**src/rtl/uart_tx_arbiter.sv**
```systemverilog
// Round-robin arbiter sharing one UART transmitter between two byte sources.
// The transmitter has no busy/done output, so the arbiter times each frame plus guard gap itself.
module uart_tx_arbiter #(
  parameter int CLKS_PER_BIT = 10416,
  parameter int FRAME_BITS   = 10,
  parameter int GAP_BITS     = 1
) (
  input  logic       clk,
  input  logic       reset,
  input  logic       req0,
  input  logic [7:0] data0,
  input  logic       req1,
  input  logic [7:0] data1,
  output logic       ack0,
  output logic       ack1,
  output logic [7:0] tx_data,
  output logic       tx_start,
  output logic       busy,
  output logic       grant_id
);

  localparam int SLOT_CLKS = (FRAME_BITS + GAP_BITS) * CLKS_PER_BIT;
  localparam int CNT_W     = $clog2(SLOT_CLKS) + 1;

  localparam logic [CNT_W-1:0] CNT_ZERO   = CNT_W'(0);
  localparam logic [CNT_W-1:0] CNT_ONE    = CNT_W'(1);
  localparam logic [CNT_W-1:0] START_LAST = CNT_W'(CLKS_PER_BIT - 1);
  localparam logic [CNT_W-1:0] WAIT_LAST  = CNT_W'((FRAME_BITS + GAP_BITS - 1) * CLKS_PER_BIT - 1);

  typedef enum logic [1:0] {
    ST_IDLE  = 2'd0,
    ST_START = 2'd1,
    ST_WAIT  = 2'd2
  } state_t;

  state_t           state_r, state_s;
  logic [CNT_W-1:0] count_r, count_s;
  logic             last_grant_r, last_grant_s;
  logic [7:0]       tx_data_s;
  logic             tx_start_s;
  logic             busy_s;
  logic             grant_id_s;
  logic             ack0_s;
  logic             ack1_s;
  logic             pick1_s;

  // Round-robin choice: a lone requester wins; on a tie the one not served last wins.
  always_comb begin
    pick1_s = 1'b0;
    if (req1 && (!req0 || !last_grant_r)) begin
      pick1_s = 1'b1;
    end else begin
      pick1_s = 1'b0;
    end
  end

  // Next-state and next-output logic; everything holds unless a transition says otherwise.
  always_comb begin
    state_s      = state_r;
    count_s      = count_r;
    last_grant_s = last_grant_r;
    tx_data_s    = tx_data;
    tx_start_s   = tx_start;
    busy_s       = busy;
    grant_id_s   = grant_id;
    ack0_s       = 1'b0;
    ack1_s       = 1'b0;

    case (state_r)
      ST_IDLE: begin
        if (req0 || req1) begin
          tx_data_s    = pick1_s ? data1 : data0;
          grant_id_s   = pick1_s;
          last_grant_s = pick1_s;
          ack0_s       = !pick1_s;
          ack1_s       = pick1_s;
          tx_start_s   = 1'b1;
          busy_s       = 1'b1;
          count_s      = CNT_ZERO;
          state_s      = ST_START;
        end else begin
          state_s = ST_IDLE;
        end
      end
      ST_START: begin
        // transmit_signal stays high for a full bit so the transmitter's baud tick sees it
        if (count_r == START_LAST) begin
          tx_start_s = 1'b0;
          count_s    = CNT_ZERO;
          state_s    = ST_WAIT;
        end else begin
          count_s = count_r + CNT_ONE;
        end
      end
      ST_WAIT: begin
        if (count_r == WAIT_LAST) begin
          busy_s  = 1'b0;
          count_s = CNT_ZERO;
          state_s = ST_IDLE;
        end else begin
          count_s = count_r + CNT_ONE;
        end
      end
      default: begin
        state_s    = ST_IDLE;
        count_s    = CNT_ZERO;
        tx_start_s = 1'b0;
        busy_s     = 1'b0;
      end
    endcase
  end

  // State and output registers; reset mid-frame abandons the byte at once.
  always_ff @(posedge clk or negedge reset) begin
    if (!reset) begin
      state_r      <= ST_IDLE;
      count_r      <= CNT_ZERO;
      last_grant_r <= 1'b1;
      tx_data      <= 8'h00;
      tx_start     <= 1'b0;
      busy         <= 1'b0;
      grant_id     <= 1'b0;
      ack0         <= 1'b0;
      ack1         <= 1'b0;
    end else begin
      state_r      <= state_s;
      count_r      <= count_s;
      last_grant_r <= last_grant_s;
      tx_data      <= tx_data_s;
      tx_start     <= tx_start_s;
      busy         <= busy_s;
      grant_id     <= grant_id_s;
      ack0         <= ack0_s;
      ack1         <= ack1_s;
    end
  end

endmodule

```
**config.mk**
```make
export PLATFORM = sky130hd
export DESIGN_NAME = uart_tx_arbiter
export DESIGN_NICKNAME = d
export VERILOG_FILES = /design/src/rtl/uart_tx_arbiter.sv
export SDC_FILE = /design/constraint.sdc
export NUM_CORES = 1
export LEC_CHECK = 0
export ABC_AREA = 1
export BUFFER_PORTS_ARGS = -buffer_cell sky130_fd_sc_hd__buf_2
export CAP_MARGIN = 0
export CORE_MARGIN = 1
export CORE_UTILIZATION = 50
export DETAILED_ROUTE_END_ITERATION = 10
export PLACE_DENSITY = 0.8
export SLEW_MARGIN = 0
export SYNTH_ARGS = -nofsm -noshare
export SYNTH_HDL_FRONTEND = slang
export SYNTH_SLANG_ARGS = --single-unit
```
**constraint.sdc**
```tcl
create_clock -name clk -period 3 [get_ports clk]
set_input_delay 0.15 -clock clk [delete_from_list [all_inputs] [get_ports clk]]
set_output_delay 0.15 -clock clk [all_outputs]
set_load 0.01 [all_outputs]
```
==> metrics, run 1 <==
status finished clean; first drt pass iteration count 4; post-synth cell types 29; sequential share of the synthesized area 0.4307; core area 3716 um2; number of warning messages in the yosys log 0; dominant register cell in the synthesized netlist dfrtp_1; Longest Clk Path Bufs 2; dpl cell area 2157 um2; Post-route DRC 0; Slew @ Worst Pin 732.4 ps; input/output buffers 32; Worst setup EP type flop; Rel. slew slack 0.5117; top-area cell type share of the netlist area 0.4175; Synth Area in Simple Gates 0.2985; maximum VDD drop 0.0004348 V; reg2reg setup slack 1100 ps; Final Max Slew Viols 0; main combinational cell family by area after synthesis simple AND/OR/NAND/NOR gates; Vias/cell 5.209; post_cts resized 0; final-layout fill cell count 349; Die ar. 4212 um2; Area growth, synth to finish 14.36%; initial antenna violation count 0; post-synthesis cell area 1978 um2; dpl hpwl 3.098 mm; crit share post-route 0.6347; Inserted Clock Buffers 5; power per cell area 741.9 nW/um2; CP required 3170 ps; Post-synth top cells nand2_1, nor2_1, dfrtp_1; Final Power 1.678 mW; total number of vias 1,745; depth of the most critical reg-to-reg path 10; Antenna Nets Post-Route 0; top-count cell post-synth nand2_1; diodes inserted 0; Hold-fix buffers, CTS 1; routability cong. 0.8813; adder-cell share of the synthesized area 0.02530; CTS tree built; Post-synth EDFFs 0; CTS root buf clkbuf_8; Avg Synthesized Cell Area 7.850 um2; XOR/XNOR Fraction of Synth Area 0.03099; max cap viols 0; post-CTS setup buffers 0; ys async rst share 1.000; Fmax 525.2 MHz; # H-tree levels 2; latest clock arrival within the worst-skew pair 290 ps; fraction of the mapped netlist area in compound gates 0.1499; routed wire length 4.221 mm; final net count 310; post-synthesis register bit count 34; worst-path maximum fanout 11; Final Instance Area 2262 um2; synth top area cells dfrtp_1, nand2_1, o21ai_0, nor2_1, a21oi_2; Gate Count Post-Synth 252; leakage power 1.048 nW; CP Class flop to flop; Setup TNS Final 0 ps; Initial Util 0.5323; drt wl/cell 12.60 um; clock sinks 34; critical path launch point type flop; Top-Level Pins 33; post-synthesis mux area share 0; crit path DAT 2080 ps; Worst-path clk slew 70 ps; Worst Clk Skew 3.894 ps; largest net degree at the start of global routing 35; die height 64.90 um; vias in the first global route 1,789; row cnt 22; Post-Synthesis Net Count 276; final-report setup violation count 0; grt ovf 0; gr usage total 0.2331; die width 64.90 um; first-pass GRT wire length 7.555 mm; worst hold margin 135.8 ps; Cells on Worst Hold Path 3; cell taking the most area after synthesis dfrtp_1; final hold vios 0; drt initial violations 141; RSZ-0062 raised after global routing false; hold crit path type input port to flop; Tmin final 1904 ps; share of cells above drive strength 1 0.2474
==> layout make-up <==
class	instances	area (um2)	area share
Clock buffer	6	82.58	0.03650
Clock inverter	2	12.51	0.005531
Inverter	21	78.83	0.03485
Multi-Input combinational cell	190	998.5	0.4414
Sequential cell	34	852.1	0.3767
Tap cell	48	60.06	0.02655
Timing Repair Buffer	34	177.7	0.07854
==> sequential cells by signal, summed over array words and instances (netlist names) <==
| signal | count |
|---|---|
| tx_start | 1 |
| ack1 | 1 |
| state_r | 2 |
| ack0 | 1 |
| last_grant_r | 1 |
| busy | 1 |
| tx_data | 8 |
| count_r | 18 |
| grant_id | 1 |
==> worst max-delay path, cell delays in order (launching register included) <==
cell and delay, ps:
dfrtp_1 350, inv_1 90, ha_1 230, nand2_1 330, inv_2 190, nor2_1 180
nand2_1 110, nor2_1 110, nand2_1 70, nand2_1 80, a21oi_2 30
==> cell usage in the layout, fill, tap and decap left out, drive strengths merged, types with 2 or more instances in the layout <==
cell type  netlist  final
dfrtp           33     33
clkbuf           2      6
o21ai           35     35
nor3             4      4
nor2            42     42
clkinv           1      2
nand3           18     18
buf              5     33
nand4            5      5
inv             20     20
nand2           58     58
xor2             7      7
a21oi           14     14
ha               4      4
==> per-layer routing <==
metal	track usage	wire length [um]	part of all wire
met1	0.2807	1936	0.46
met2	0.4089	2052	0.49
met3	0.04225	181	0.043
met4	0.08889	51	0.012
met5	0	0	0
==> worst paths after layout <==
path                           endpoint    startpoint
max reg2reg                 count_r[12]    state_r[0]
max in group asynchronous    state_r[1]         reset
max                         count_r[12]    state_r[0]
min reg2reg                last_grant_r  last_grant_r
min in group asynchronous   count_r[12]         reset
min                          tx_data[7]      data0[7]
==> per-stage QoR <==
stage	util	std cells	worst slack, ps
2_1_floorplan	-	252	1575
3_3_place_gp	0.5805	326	1211
3_5_place_dp	0.5805	326	1097
4_1_cts	0.6088	335	1091
5_1_grt	0.6088	335	884.3
6_report	0.6088	335	1096
==> cell families (layout without fill, tap and decap cells) <==
kind of cell / count (synthesis) / after routing
buffers and inverters: 28 / 63
DFF: 34 / 34
AOI/OAI and AO/OA: 50 / 50
xor gates and xnor gates: 7 / 7
adders and majority gates: 4 / 4
and+or+nand+nor: 129 / 129
==> report_power, final <==
group,switching [mW],leakage [nW],total (mW),internal (mW)
logic,0.463,0.554,0.687,0.224
clock network,0.171,0.0472,0.356,0.184
registers,0.0595,0.447,0.636,0.577
total,0.694,1.05,1.68,0.985
Power figures use the tool's default switching activity.
==> run 2: changes to the inputs <==
Settings changed: PLACE_DENSITY 0.8 to 0.83.
Clock period 3 ns to 1.7 ns, I/O delays scaled along.
==> metrics, run 2 (synthesis results as in run 1) <==
status finished clean (unchanged); max FFs per register 18 (unchanged); placed cell count 333 (was 326); Worst setup EP type flop (unchanged); Area growth, synth to finish 17.01% (was 14.36%); Slew @ Worst Pin 726.1 ps (was 732.4 ps); most frequent cells in the layout nand2_1, nor2_1, dfrtp_1 (unchanged); Final WS setup 120.5 ps (was 1096 ps); die width 64.90 um (unchanged); share of cells above drive strength 1 0.2653 (was 0.2474); core area 3716 um2 (unchanged); clock sinks 34 (unchanged); grt ovf 0 (unchanged); initial antenna violation count 0 (unchanged); leakage power 1.081 nW (was 1.048 nW); critical path launch point type flop (unchanged); worst-path maximum fanout 12 (was 11); Psw 1.221 mW (was 0.6938 mW); Post-route DRC 0 (unchanged); first drt pass iteration count 4 (unchanged); CTS tree built (unchanged); Clock power frac 0.210 (was 0.212); hold crit path type input port to flop (unchanged); vias in the first global route 1,706 (was 1,789); latest clock arrival within the worst-skew pair 290 ps (about the same); final-layout fill cell count 329 (was 349); CTS root buf clkbuf_8 (unchanged); area occupied by registers 852.1 um2 (unchanged); top flop regs count_r x18, tx_data x8, state_r x2 (unchanged); final hold vios 0 (unchanged); worst hold margin 79.52 ps (was 135.8 ps); Reg power frac 0.370 (was 0.379); final-report setup violation count 0 (unchanged); crit path DAT 1750 ps (was 2080 ps); routed wire length 4.253 mm (was 4.221 mm); final net count 317 (was 310); Sw Share 0.4058 (was 0.4134); routability cong. 0.8726 (was 0.8813); Rel. slew slack 0.5159 (was 0.5117); area of the multi-input gates 998.5 um2 (unchanged); RSZ-0062 raised after global routing false (unchanged); Longest Clk Path Bufs 2 (unchanged); input/output buffers 32 (unchanged); Antenna Nets Post-Route 0 (unchanged); total number of vias 1,795 (was 1,745); Vias/cell 5.249 (was 5.209); Tmin final 1580 ps (was 1904 ps); row cnt 22 (unchanged); internal power 1.788 mW (was 0.9846 mW); max cap viols 0 (unchanged); Non-Filler Instances 342 (was 335); CP required 1870 ps (was 3170 ps); first-pass GRT wire length 7.383 mm (was 7.555 mm); largest net degree at the start of global routing 35 (unchanged); dpl hpwl 3.165 mm (was 3.098 mm); # H-tree levels 2 (unchanged); Initial Util 0.5323 (unchanged); diodes inserted 0 (unchanged); Worst-path clk slew 70 ps (about the same); die height 64.90 um (unchanged); Setup TNS Final 0 ps (unchanged); Gate power share 0.419 (was 0.409); Top-Level Pins 33 (unchanged); drt wl/cell 12.44 um (was 12.60 um); Worst Clk Skew 4.397 ps (was 3.894 ps); crit share post-route 0.9291 (was 0.6347); power per cell area 1300 nW/um2 (was 741.9 nW/um2); Fmax 633.1 MHz (was 525.2 MHz); Die ar. 4212 um2 (unchanged); maximum VDD drop 0.0007806 V (was 0.0004348 V); gr usage total 0.2308 (was 0.2331); Inserted Clock Buffers 5 (unchanged); largest reg by FF count count_r (unchanged); Final Max Slew Viols 0 (unchanged); worst slack, placed 125.7 ps (was 1097 ps); most common cell after layout, fill and taps aside nand2_1 (unchanged); CP Class flop to flop (unchanged); drt initial violations 117 (was 141)
[run 2: cell count changes in the layout (fill, tap and decap cells not counted), sizes merged]
cell,previous run,this run
buf,33,40
[run 2: critical path: stages (launching register included)]
cell	delay [ps]
dfrtp_1	400
ha_1	200
nand2_1	90
nor2_4	120
nand3_1	120
nand2_2	110
nand2_4	120
nand2_4	200
a21oi_1	90
[run 2: per-layer routing]
metal  track usage  part of all wire  vias up
met3       0.05986             0.063       10
met5             0                 0        -
met2        0.3945              0.48       68
li1              -                 -      904
met4        0.1139             0.022        0
met1        0.2646              0.43      813
[run 2: path summary, 6_finish.rpt]
check | slack (ps) | to | cells after the start | startpoint
worst max-delay path | 120 | count_r[2] | 8 | count_r[0]
worst min-delay path | 80 | tx_data[0] | 3 | data0[0]
worst max register to register | 120 | count_r[2] | 8 | count_r[0]
worst min register to register | 480 | last_grant_r | 2 | last_grant_r
max in group asynchronous | 850 | count_r[16] | 2 | reset
min in group asynchronous | 380 | count_r[13] | 2 | reset
[run 2: cell type report]
| class | count | share of cell area |
|---|---|---|
| Multi-Input combinational cell | 190 | 0.4314 |
| Sequential cell | 34 | 0.3681 |
| Timing Repair Buffer | 41 | 0.09946 |
| Clock buffer | 6 | 0.03568 |
| Inverter | 21 | 0.03405 |
| Tap cell | 48 | 0.02595 |
| Clock inverter | 2 | 0.005405 |
[run 2: through the flow]
stage / instance area [um2] / utilization / total power [mW]
after floorplan: 1978 / - / 2.080
after global placement: 2210 / 0.5946 / 2.356
after detailed placement: 2210 / 0.5946 / 2.409
after CTS: 2315 / 0.6229 / 3.049
after global routing: 2315 / 0.6229 / 3.238
final: 2315 / 0.6229 / 3.009
[run 2: power groups by stage]
stage | clock [mW] | combinational, mW | sequential [mW]
3_5_place_dp | 0 | 1.29 | 1.12
4_1_cts | 0.647 | 1.28 | 1.12
3_3_place_gp | 0 | 1.24 | 1.12
5_1_grt | 0.686 | 1.42 | 1.13
2_1_floorplan | 0 | 0.895 | 1.19
6_report | 0.633 | 1.26 | 1.11
[run 2: timing repair]
item | in CTS | in global routing
buffers inserted | 0 | 0
endpoints found under the hold margin | 33 | 0
hold buffers | 1 | 0
resized for setup | 0 | 0
==> run 3: changes to the inputs <==
Settings changed: RECOVER_POWER set to 100.
==> metrics, run 3 (synthesis results as in run 1) <==
critical path launch point type flop (unchanged); final-layout fill cell count 336 (was 329); diodes inserted 0 (unchanged); area occupied by registers 852.1 um2 (unchanged); Cells on Worst Hold Path 3 (unchanged); Die ar. 4212 um2 (unchanged); max cap viols 0 (unchanged); R2R Path Start count_r[0] (unchanged); dpl cell area 2210 um2 (unchanged); leakage power 1.036 nW (was 1.081 nW); Final Instance Area 2263 um2 (was 2315 um2); CP dominant cell by count nand2_4 (unchanged); largest reg by FF count count_r (unchanged); Setup TNS Final 0 ps (unchanged); Non-Filler Instances 342 (unchanged); slowest CP cell dfrtp_1 (unchanged); input/output buffers 32 (unchanged); dpl hpwl 3.165 mm (unchanged); status finished clean (unchanged); Vias/cell 5.225 (was 5.249); Antenna Nets Post-Route 0 (unchanged); Post-route DRC 0 (unchanged); share of cells above drive strength 1 0.1905 (was 0.2653); drt wl/cell 12.45 um (was 12.44 um); placed cell count 333 (unchanged); CP required 1910 ps (was 1870 ps); Core Util, Final 0.6091 (was 0.6229); Rel. slew slack 0.4604 (was 0.5159); routability cong. 0.8726 (unchanged); Inserted Clock Buffers 5 (unchanged); routed wire length 4.257 mm (was 4.253 mm); core area 3716 um2 (unchanged); vias in the first global route 1,706 (unchanged); area of the multi-input gates 969.7 um2 (was 998.5 um2); final-report setup violation count 0 (unchanged); Worst Hold Launch data0[0] (unchanged); crit share post-route 0.9149 (was 0.9291); CP Class flop to flop (unchanged); Worst Clk Skew 4.098 ps (was 4.397 ps); reg2reg setup slack 140 ps (was 120 ps); CTS root buf clkbuf_8 (unchanged); die height 64.90 um (unchanged); largest net degree at the start of global routing 35 (unchanged); Final Max Slew Viols 0 (unchanged); crit path DAT 1770 ps (was 1750 ps); Area growth, synth to finish 14.42% (was 17.01%); post_cts resized 0 (unchanged); total number of vias 1,787 (was 1,795); final net count 317 (unchanged); Worst Hold Path EP tx_data[0] (unchanged); top flop regs count_r x18, tx_data x8, state_r x2 (unchanged); power per cell area 1287 nW/um2 (was 1300 nW/um2); row cnt 22 (unchanged); grt ovf 0 (unchanged); worst path cell trace ha_1, nand2_1, nor2_4, nand3_1, nand2_2, nand2_4, nand2_4, a21oi_1 (unchanged); depth of the most critical reg-to-reg path 8 (unchanged); Initial Util 0.5323 (unchanged); # H-tree levels 2 (unchanged); most frequent cells in the layout nand2_1, nor2_1, o21ai_0, dfrtp_1 (was nand2_1, nor2_1, dfrtp_1); Worst setup EP type flop (unchanged); RSZ-0062 raised after global routing false (unchanged); clock sinks 34 (unchanged); CP peak stage delay 410 ps (was 400 ps); final hold vios 0 (unchanged); drt initial violations 111 (was 117); CP Buf/Inv Count 0 (unchanged); gr usage total 0.2308 (unchanged); die width 64.90 um (unchanged); worst-path maximum fanout 12 (unchanged); worst hold margin 80.20 ps (was 79.52 ps); Fmax 643.0 MHz (was 633.1 MHz); Worst R2R End count_r[9] (was count_r[2]); initial antenna violation count 0 (unchanged); max FFs per register 18 (unchanged); Worst-path clk slew 70 ps (about the same); top cell family by delay on the critical path simple AND/OR/NAND/NOR gates (unchanged); hold crit path type input port to flop (unchanged); maximum VDD drop 0.0007364 V (was 0.0007806 V); CTS tree built (unchanged); first-pass GRT wire length 7.383 mm (unchanged); most common cell after layout, fill and taps aside nand2_1 (unchanged); first drt pass iteration count 4 (unchanged); Slew @ Worst Pin 809.4 ps (was 726.1 ps); Top-Level Pins 33 (unchanged); Longest Clk Path Bufs 2 (unchanged); Tmin final 1555 ps (was 1580 ps); latest clock arrival within the worst-skew pair 290 ps (about the same)
## run 3: final cells by class
class                           count  share of cell area
Clock inverter                      2            0.005528
Sequential cell                    34              0.3765
Multi-Input combinational cell    190              0.4284
Timing Repair Buffer               41             0.09176
Inverter                           21             0.03483
Tap cell                           48             0.02653
Clock buffer                        6             0.03648
## run 3: metal layers
metal / wire length [um] / GRT usage / up-vias / part of all wire
met1: 1880 / 0.2646 / 814 / 0.44
met5: 0 / 0 / - / 0
met3: 252 / 0.05986 / 8 / 0.059
met4: 79 / 0.1139 / 0 / 0.019
li1: - / - / 902 / -
met2: 2045 / 0.3945 / 63 / 0.48
## run 3: timing repair
action	4_1_cts	5_1_grt
hold endpoints to repair	33	0
setup buffers	0	0
hold buffers	1	0
## run 3: tightest hold or removal path: cells and delay by family
kind	cells	cell delay [ps]
compound gates	1	140
buf+inv	1	70
simple gates	1	30
## run 3: how the worst max path moves through the flow
stage,depth (start not counted),start,endpoint,slack (ps)
floorplan,6,state_r[0],count_r[10],270
global placement,8,count_r[0],count_r[3],160
detailed placement,8,count_r[0],count_r[2],130
CTS,8,count_r[0],count_r[2],120
global route,8,state_r[1],count_r[8],9
finish,8,count_r[0],count_r[9],140
## run 3: per-stage QoR
stage               total power [mW]  worst slack (ps)
finish                         2.914             144.7
global route                   3.146             9.200
CTS                            3.049             117.4
detailed placement             2.409             125.7
global placement               2.356             158.0
floorplan                      2.080             274.6
## run 3: where the power goes
part | internal (mW) | switching [mW] | leakage (nW)
combinational | 0.382 | 0.785 | 0.541
clock | 0.325 | 0.306 | 0.0472
sequential | 1.02 | 0.0987 | 0.447
total | 1.72 | 1.19 | 1.04
